**config.mk**
```make
export PLATFORM = sky130hd
export DESIGN_NAME = hazard_fwd_ctrl
export DESIGN_NICKNAME = d
export VERILOG_FILES = /design/src/rtl/hazard_fwd_ctrl.sv
export SDC_FILE = /design/constraint.sdc
export NUM_CORES = 1
export LEC_CHECK = 0
export CORE_UTILIZATION = 53
export DETAILED_ROUTE_END_ITERATION = 10
export GPL_ROUTABILITY_DRIVEN = 0
export PLACE_DENSITY = 0.81
export SYNTH_ARGS = -nofsm -noshare
export SYNTH_HDL_FRONTEND = slang
export SYNTH_SLANG_ARGS = --single-unit
```
**constraint.sdc**
```tcl
create_clock -name clk -period 4.76 [get_ports clk]
set_clock_uncertainty 0.1 [all_clocks]
set_input_delay 0.952 -clock clk [delete_from_list [all_inputs] [get_ports clk]]
set_output_delay 0.952 -clock clk [all_outputs]
set_load 0.02 [all_outputs]
```
**src/rtl/hazard_fwd_ctrl.sv**
```systemverilog
// Hazard and forwarding control for a 4-stage D->EX->MEM->WB integer pipeline.
// Tracks in-flight destination records and drives bypass selects, load-use stall and WB port.
module hazard_fwd_ctrl #(
    parameter int ADDR_SIZE = 5,
    parameter int REG_NUM   = 32,
    parameter int CNT_W     = 16
) (
    input  logic                 clk,
    input  logic                 rst_n,
    input  logic                 D_valid,
    input  logic [ADDR_SIZE-1:0] D_ra,
    input  logic [ADDR_SIZE-1:0] D_rb,
    input  logic                 D_uses_ra,
    input  logic                 D_uses_rb,
    input  logic [ADDR_SIZE-1:0] D_rd,
    input  logic                 D_we,
    input  logic                 D_ld,
    input  logic                 flush,
    input  logic                 MEM_busy,
    output logic [1:0]           EX_D_bp,
    output logic [1:0]           MEM_D_bp,
    output logic [1:0]           WB_D_bp,
    output logic                 stall_D,
    output logic                 WB_we,
    output logic [ADDR_SIZE-1:0] WB_rd,
    output logic [CNT_W-1:0]     stall_cnt
);

    typedef struct packed {
        logic                 v;
        logic [ADDR_SIZE-1:0] rd;
        logic                 we;
        logic                 ld;
    } stage_t;

    localparam stage_t BUBBLE = '0;

    if (REG_NUM > (2 ** ADDR_SIZE)) begin : g_bad_cfg
        $error("REG_NUM does not fit in ADDR_SIZE index bits");
    end

    stage_t ex_q, ex_d;
    stage_t mem_q, mem_d;
    stage_t wb_q, wb_d;
    logic [CNT_W-1:0] cnt_q, cnt_d;

    logic       lu;
    logic       fwd_en;
    logic [1:0] ex_m, mem_m, wb_m;

    function automatic logic stage_match(input logic use_op,
                                         input logic [ADDR_SIZE-1:0] src,
                                         input stage_t st);
        return use_op && (src != '0) && st.v && st.we && (st.rd == src);
    endfunction

    // Operand bit ordering throughout: [1] = ra, [0] = rb.
    always_comb begin
        ex_m  = '0;
        mem_m = '0;
        wb_m  = '0;
        ex_m[1]  = stage_match(D_uses_ra, D_ra, ex_q);
        ex_m[0]  = stage_match(D_uses_rb, D_rb, ex_q);
        mem_m[1] = stage_match(D_uses_ra, D_ra, mem_q);
        mem_m[0] = stage_match(D_uses_rb, D_rb, mem_q);
        wb_m[1]  = stage_match(D_uses_ra, D_ra, wb_q);
        wb_m[0]  = stage_match(D_uses_rb, D_rb, wb_q);

        lu = D_valid && ex_q.v && ex_q.we && ex_q.ld && (ex_q.rd != '0) &&
             ((D_uses_ra && (D_ra == ex_q.rd)) || (D_uses_rb && (D_rb == ex_q.rd)));

        stall_D = (lu && !flush) || MEM_busy;
        fwd_en  = D_valid && !stall_D;
    end

    // A matching load in EX still claims top priority so an older MEM/WB value
    // of the same register can never be forwarded in its place.
    always_comb begin
        EX_D_bp  = '0;
        MEM_D_bp = '0;
        WB_D_bp  = '0;
        if (fwd_en) begin
            EX_D_bp  = ex_m & {2{!ex_q.ld}};
            MEM_D_bp = ~ex_m & mem_m;
            WB_D_bp  = ~ex_m & ~mem_m & wb_m;
        end
    end

    always_comb begin
        ex_d  = ex_q;
        mem_d = mem_q;
        wb_d  = BUBBLE;
        cnt_d = cnt_q;
        if (!MEM_busy) begin
            if (flush || lu) begin
                ex_d = BUBBLE;
            end else begin
                ex_d.v  = D_valid;
                ex_d.rd = D_rd;
                ex_d.we = D_we;
                ex_d.ld = D_ld;
            end
            mem_d = ex_q;
            wb_d  = mem_q;
            if (lu && !flush && (cnt_q != '1)) begin
                cnt_d = cnt_q + CNT_W'(1);
            end
        end
    end

    always_ff @(posedge clk or negedge rst_n) begin
        if (!rst_n) begin
            ex_q  <= BUBBLE;
            mem_q <= BUBBLE;
            wb_q  <= BUBBLE;
            cnt_q <= '0;
        end else begin
            ex_q  <= ex_d;
            mem_q <= mem_d;
            wb_q  <= wb_d;
            cnt_q <= cnt_d;
        end
    end

    assign WB_we     = wb_q.v && wb_q.we && (wb_q.rd != '0);
    assign WB_rd     = wb_q.rd;
    assign stall_cnt = cnt_q;

endmodule
```
==> metrics.txt, run 1 <==
Ports=53; die area=4350 um^2; total gr overflow=0; Slew @ Worst Pin=825 ps; vias in the first global route=1705; Relative slew margins=45.0%; Die Span Y=66.0 um; Reg clk slew, reported paths=around 80 ps; TritonCTS clock tree=built; DR pass1 iterations=4; total power draw=~740 uW; via count=1770; pwr dens=265 nW/um^2; worst hold slack=399 ps; final WL=about 5 mm; status=complete, no violations; commonest non-fill, non-tap cell in the layout=clkdlybuf4s50_1; Hold-fix buffers, CTS=0; synthesized cell area=2170 um^2; Hold Fails Final Rpt=0; most frequent cells in the layout=51 x clkdlybuf4s50_1, 38 x dfrtp_1, 30 x xnor2_1; Mapped Cells=206; placed inst area=2690 um^2; number of synthesized flops with an enable pin=0; Syn Nets=231; register area share after synthesis=between 40% and 50%; largest net degree at the start of global routing=39; critical path endpoint category=output port; CP Class=input port to output port; # DRC=0; core area=roughly 3800 um^2; row count=22; post-synthesis cell type count=41; layout net count=281; top_reg_cell synth=dfrtp_1; YS warnings=0; Antenna Diode Count=0; maximum clock rate=222 MHz; initial core utilization=57.1%; DR iter-0 viols=161; Leak=0.00109 uW; Peak VDD IR=0.000209 V; global-route wire length before repair=just over 8 mm; cts repair resizes=0; Sum Neg Setup Slack=0 ps; Worst Hold Class=flop to flop; post-route cell area=between 2000 and 3000 um^2; CTS Buffer Depth=2; post-DR wirelength/cell=16.3 um; routed vias/inst=5.80; startpoint types=input port; minimum clock period after layout=approximately 4500 ps; Area growth syn-to-layout=29.0%; Tot GR Track Use=24.8%; Synth Register Bits=38; Arr. time, crit path=3460 ps; die width=66.0 um; Mapped Avg Cell Area=around 11 um^2; H-tree depth reported by CTS=2; Root Buffer Master=clkbuf_8; # Post-CTS Setup Buffers=0; ys async rst share=100%; Worst-Skew Late Latency=slightly below 300 ps; initial antenna violation count=0; RSZ-0062 raised after global routing=no; WP data required=3710 ps; Detail Route Antenna Nets=0; DP HPWL=between 3 and 4 mm; Setup Viol. Count Final=0; CTS buffer count=5; CTS Sinks=38; port bufs=52; max-slew violations=0; critical-path maximum fanout=4; maxcap violations=0; Tcrit/Tclk final=a little over nine tenths; ratio of cells with drive above 1 in the final layout=under 10%
-- sequential cells by signal (all words and copies together), names as in the netlist --
name,flops
WB_rd,5
ex_q,8
stall_cnt,16
mem_q,7
wb_q,2
-- area by class of cell --
| cell class | instances | area [um^2] |
|---|---|---|
| fillers | 283 | 1000 |
| clock buffers | 6 | 72.6 |
| flip-flops and latches | 38 | 951 |
| inverters | 2 | 7.51 |
| well taps | 48 | 60.1 |
| repair buffers | 54 | 531 |
| multi-input cells | 155 | 1140 |
| clock inverters | 2 | 37.5 |
-- report_power, final --
part / total (uW) / internal, uW / switching, uW
Clock: 272 / 156 / 116
Combinational: 108 / 59.0 / 48.7
Sequential: 361 / 338 / 23.0
Total: 741 / 554 / 187
-- per-stage QoR --
stage                     cells  util [%]  setup slack [ps]
after global placement      297      70.7               312
final                       305      73.6               249
after CTS                   305      73.6               309
after detailed placement    297      70.7               313
after global routing        305      73.6               129
after floorplan             206         -              1180
-- synthesized netlist by cell type (3+ instances only) --
library cell,number,area share [%]
and3_1,5,1.4
xor2_1,14,5.7
nor2_1,3,0.52
a22o_1,8,3.2
dfrtp_1,38,44
buf_4,6,2.1
or4_1,4,1.4
xnor2_1,30,12
nand2_1,11,1.9
nand4_1,10,2.9
nor2b_1,8,2.3
nor4_1,10,2.9
nand3_1,11,2.5
mux2_2,7,3.6
nor3_1,9,2.1
-- worst paths after layout --
path,depth (start not counted),to,slack [ps],start
max in group asynchronous,1,stall_cnt[7]$_DFFE_PN0P_,3370,rst_n
hold / removal,1,stall_cnt[14]$_DFFE_PN0P_,400,stall_cnt[14]$_DFFE_PN0P_
hold reg to reg,1,stall_cnt[14]$_DFFE_PN0P_,400,stall_cnt[14]$_DFFE_PN0P_
min in group asynchronous,1,ex_q[3]$_DFFE_PN0N_,660,rst_n
setup reg to reg,5,stall_cnt[1]$_DFFE_PN0P_,2590,ex_q[3]$_DFFE_PN0N_
setup / recovery,7,WB_D_bp[1],250,D_ra[0]
-- per-layer routing --
metal	global-route usage, %	vias to the layer above	share of wire [%]
met3	4.48	6	5.3
met5	0	-	0
met4	7.45	0	1.2
met1	34.6	859	48
li1	-	844	-
met2	39.3	61	45
-- worst max-delay path, stage by stage --
cell	delay (ps)
clkdlybuf4s50_1	500
or4_1	560
o21ai_1	240
or4_1	180
nand2_1	60
nor4_1	300
clkdlybuf4s50_1	670
-- cells by family after synthesis --
family | after synthesis | synth area share (%)
and+or+nand+nor | 85 | 23.4
xor gates and xnor gates | 44 | 17.8
DFF | 38 | 43.9
AOI/OAI and AO/OA | 17 | 6.52
buffers and inverters | 13 | 3.69
muxes | 8 | 4.15
adders and majority gates | 1 | 0.577
Power figures use the tool's default switching activity.
==> run 2, diff against run 1 <==
--- a/config.mk
+++ b/config.mk
@@ -5,10 +5,12 @@
 export SDC_FILE = /design/constraint.sdc
 export NUM_CORES = 1
 export LEC_CHECK = 0
-export CORE_UTILIZATION = 53
+export CELL_PAD_IN_SITES_DETAIL_PLACEMENT = 0
+export CELL_PAD_IN_SITES_GLOBAL_PLACEMENT = 2
+export CORE_UTILIZATION = 33
 export DETAILED_ROUTE_END_ITERATION = 10
 export GPL_ROUTABILITY_DRIVEN = 0
-export PLACE_DENSITY = 0.81
+export PLACE_DENSITY = 0.8
 export SYNTH_ARGS = -nofsm -noshare
 export SYNTH_HDL_FRONTEND = slang
 export SYNTH_SLANG_ARGS = --single-unit
==> run 2 against run 1 <==
- critical path depth is the same
- setup slack better by 30 ps
- die area up 59%
- routed wire length increased by 5.3%
- first-iteration DRC count shrank 36%
- hold slack better by 6.1 ps
==> metrics.txt, run 2 (same netlist as run 1, synthesis figures left out) <==
DR pass1 iterations=4 (unchanged); layout net count=282 (+0.36%); Worst Hold Class=flop to flop; Sum Neg Setup Slack=0 ps (unchanged); crit-path max cell delay=660 ps (about the same); most frequent cells in the layout=51 x clkdlybuf4s50_1, 38 x dfrtp_1, 30 x xnor2_1; Detail Route Antenna Nets=0 (unchanged); Buf+Inv Stages, Crit Path=2 (unchanged); Relative slew margins=42.0% (-3.0 points); CP Depth=7 (unchanged); Root Buffer Master=clkbuf_8; Reg clk slew, reported paths=70 ps (about the same); die area=6900 um^2 (+59%); critical path endpoint category=output port; initial antenna violation count=0 (unchanged); placed inst area=2730 um^2 (+1.6%); Tot GR Track Use=16.4% (-8.4 points); Leak=0.00109 uW (-0.26%); Slew @ Worst Pin=870 ps (+44.8 ps); Hold Fails Final Rpt=0 (unchanged); pwr dens=245 nW/um^2 (-7.6%); status=complete, no violations; row count=29 (+32%); Peak VDD IR=0.000132 V (-37%); Die Span Y=83.1 um (+26%); hold path cells=1 (unchanged); commonest non-fill, non-tap cell in the layout=clkdlybuf4s50_1; Antenna Diode Count=0 (unchanged); depth of the most critical reg-to-reg path=5 (unchanged); cts repair resizes=0 (unchanged); CTS Buffer Depth=2 (unchanged); maxcap violations=0 (unchanged); total power draw=689 uW (-7.1%); Worst-Skew Late Latency=280 ps (about the same); core area=6350 um^2 (+67%); via count=1675 (-5.4%); total gr overflow=0 (unchanged); DP HPWL=3.95 mm (+8.5%); max FFs per register=16 (unchanged); maximum clock rate=223 MHz (+0.67%); critical-path cell list=clkdlybuf4s50_1 -> or4_1 -> o21ai_1 -> or4_1 -> nand2_1 -> nor4_1 -> clkdlybuf4s50_1; critical-path maximum fanout=4 (unchanged); global-route wire length before repair=9.14 mm (+13%); die width=83.1 um (+26%); routed vias/inst=5.03 (-13%); # DRC=0 (unchanged); Ports=53 (unchanged); CTS buffer count=5 (unchanged); H-tree depth reported by CTS=2 (unchanged); vias in the first global route=1762 (+3.3%); worst hold slack=405 ps (+6.10 ps); ratio of cells with drive above 1 in the final layout=8.98% (+0.035 points); largest net degree at the start of global routing=39 (unchanged); minimum clock period after layout=4480 ps (-30.2 ps); Setup Viol. Count Final=0 (unchanged); Crit path max-delay family=buffers and inverters; CP Class=input port to output port; Area growth syn-to-layout=29.7%; port bufs=52 (unchanged); final WL=5.24 mm (+5.3%); # Post-CTS Setup Buffers=0 (unchanged); Tcrit/Tclk final=94.1% (-0.63 points); CTS Sinks=38 (unchanged); crit path max-delay cell type=clkdlybuf4s50_1; post-route cell area=2810 um^2 (+0.58%); Arr. time, crit path=3430 ps (-30 ps); post-DR wirelength/cell=15.7 um (-3.5%); Hold-fix buffers, CTS=0 (unchanged); startpoint types=input port; R2R Setup Slk=2620 ps (+30 ps); max-slew violations=0 (unchanged); TritonCTS clock tree=built; WP data required=3710 ps (about the same); RSZ-0062 raised after global routing=no; DR iter-0 viols=103 (-36%); initial core utilization=34.1% (-23 points)
-- run 2: cell types whose count changed in the layout (fill, tap and decap cells not counted), sizes merged --
cell      previous run  this run
buf                  3         4
bufinv               1         0
clkinvlp             1         0
-- run 2: area by class of cell --
type	count	area, um^2
tap	77	96.3
multi-input combinational	155	1140
fill	604	3540
timing repair buffer	55	538
inverter	2	7.51
sequential	38	951
clock buffer	6	82.6
-- run 2: path summary, 6_finish.rpt --
kind                                                start                         to
min in group asynchronous                           rst_n        ex_q[2]$_DFFE_PN0N_
worst max register to register        ex_q[3]$_DFFE_PN0N_   stall_cnt[1]$_DFFE_PN0P_
worst max-delay path                              D_ra[0]                 WB_D_bp[1]
worst min register to register  stall_cnt[14]$_DFFE_PN0P_  stall_cnt[14]$_DFFE_PN0P_
worst min-delay path            stall_cnt[14]$_DFFE_PN0P_  stall_cnt[14]$_DFFE_PN0P_
max in group asynchronous                           rst_n  stall_cnt[10]$_DFFE_PN0P_
-- run 2: metrics by stage --
| step | cells | setup slack, ps | util, % |
|---|---|---|---|
| 2_1_floorplan | 206 | 1180 | - |
| 3_3_place_gp | 327 | 308 | 43.0 |
| 3_5_place_dp | 327 | 293 | 43.0 |
| 4_1_cts | 333 | 289 | 44.3 |
| 5_1_grt | 333 | 149 | 44.3 |
| 6_report | 333 | 279 | 44.3 |
-- run 2: metal layers --
metal	GRT usage, %	part of all wire (%)
met1	24.2	51
met4	4.23	0.55
met5	0	0
met2	24.6	45
met3	3.28	3.8
-- run 2: power breakdown --
group          internal (uW)  switching (uW)  leakage, uW
sequential               338            22.9     0.000514
clock                    112             107    0.0000431
combinational           59.0            49.1     0.000534
total                    509             179      0.00109
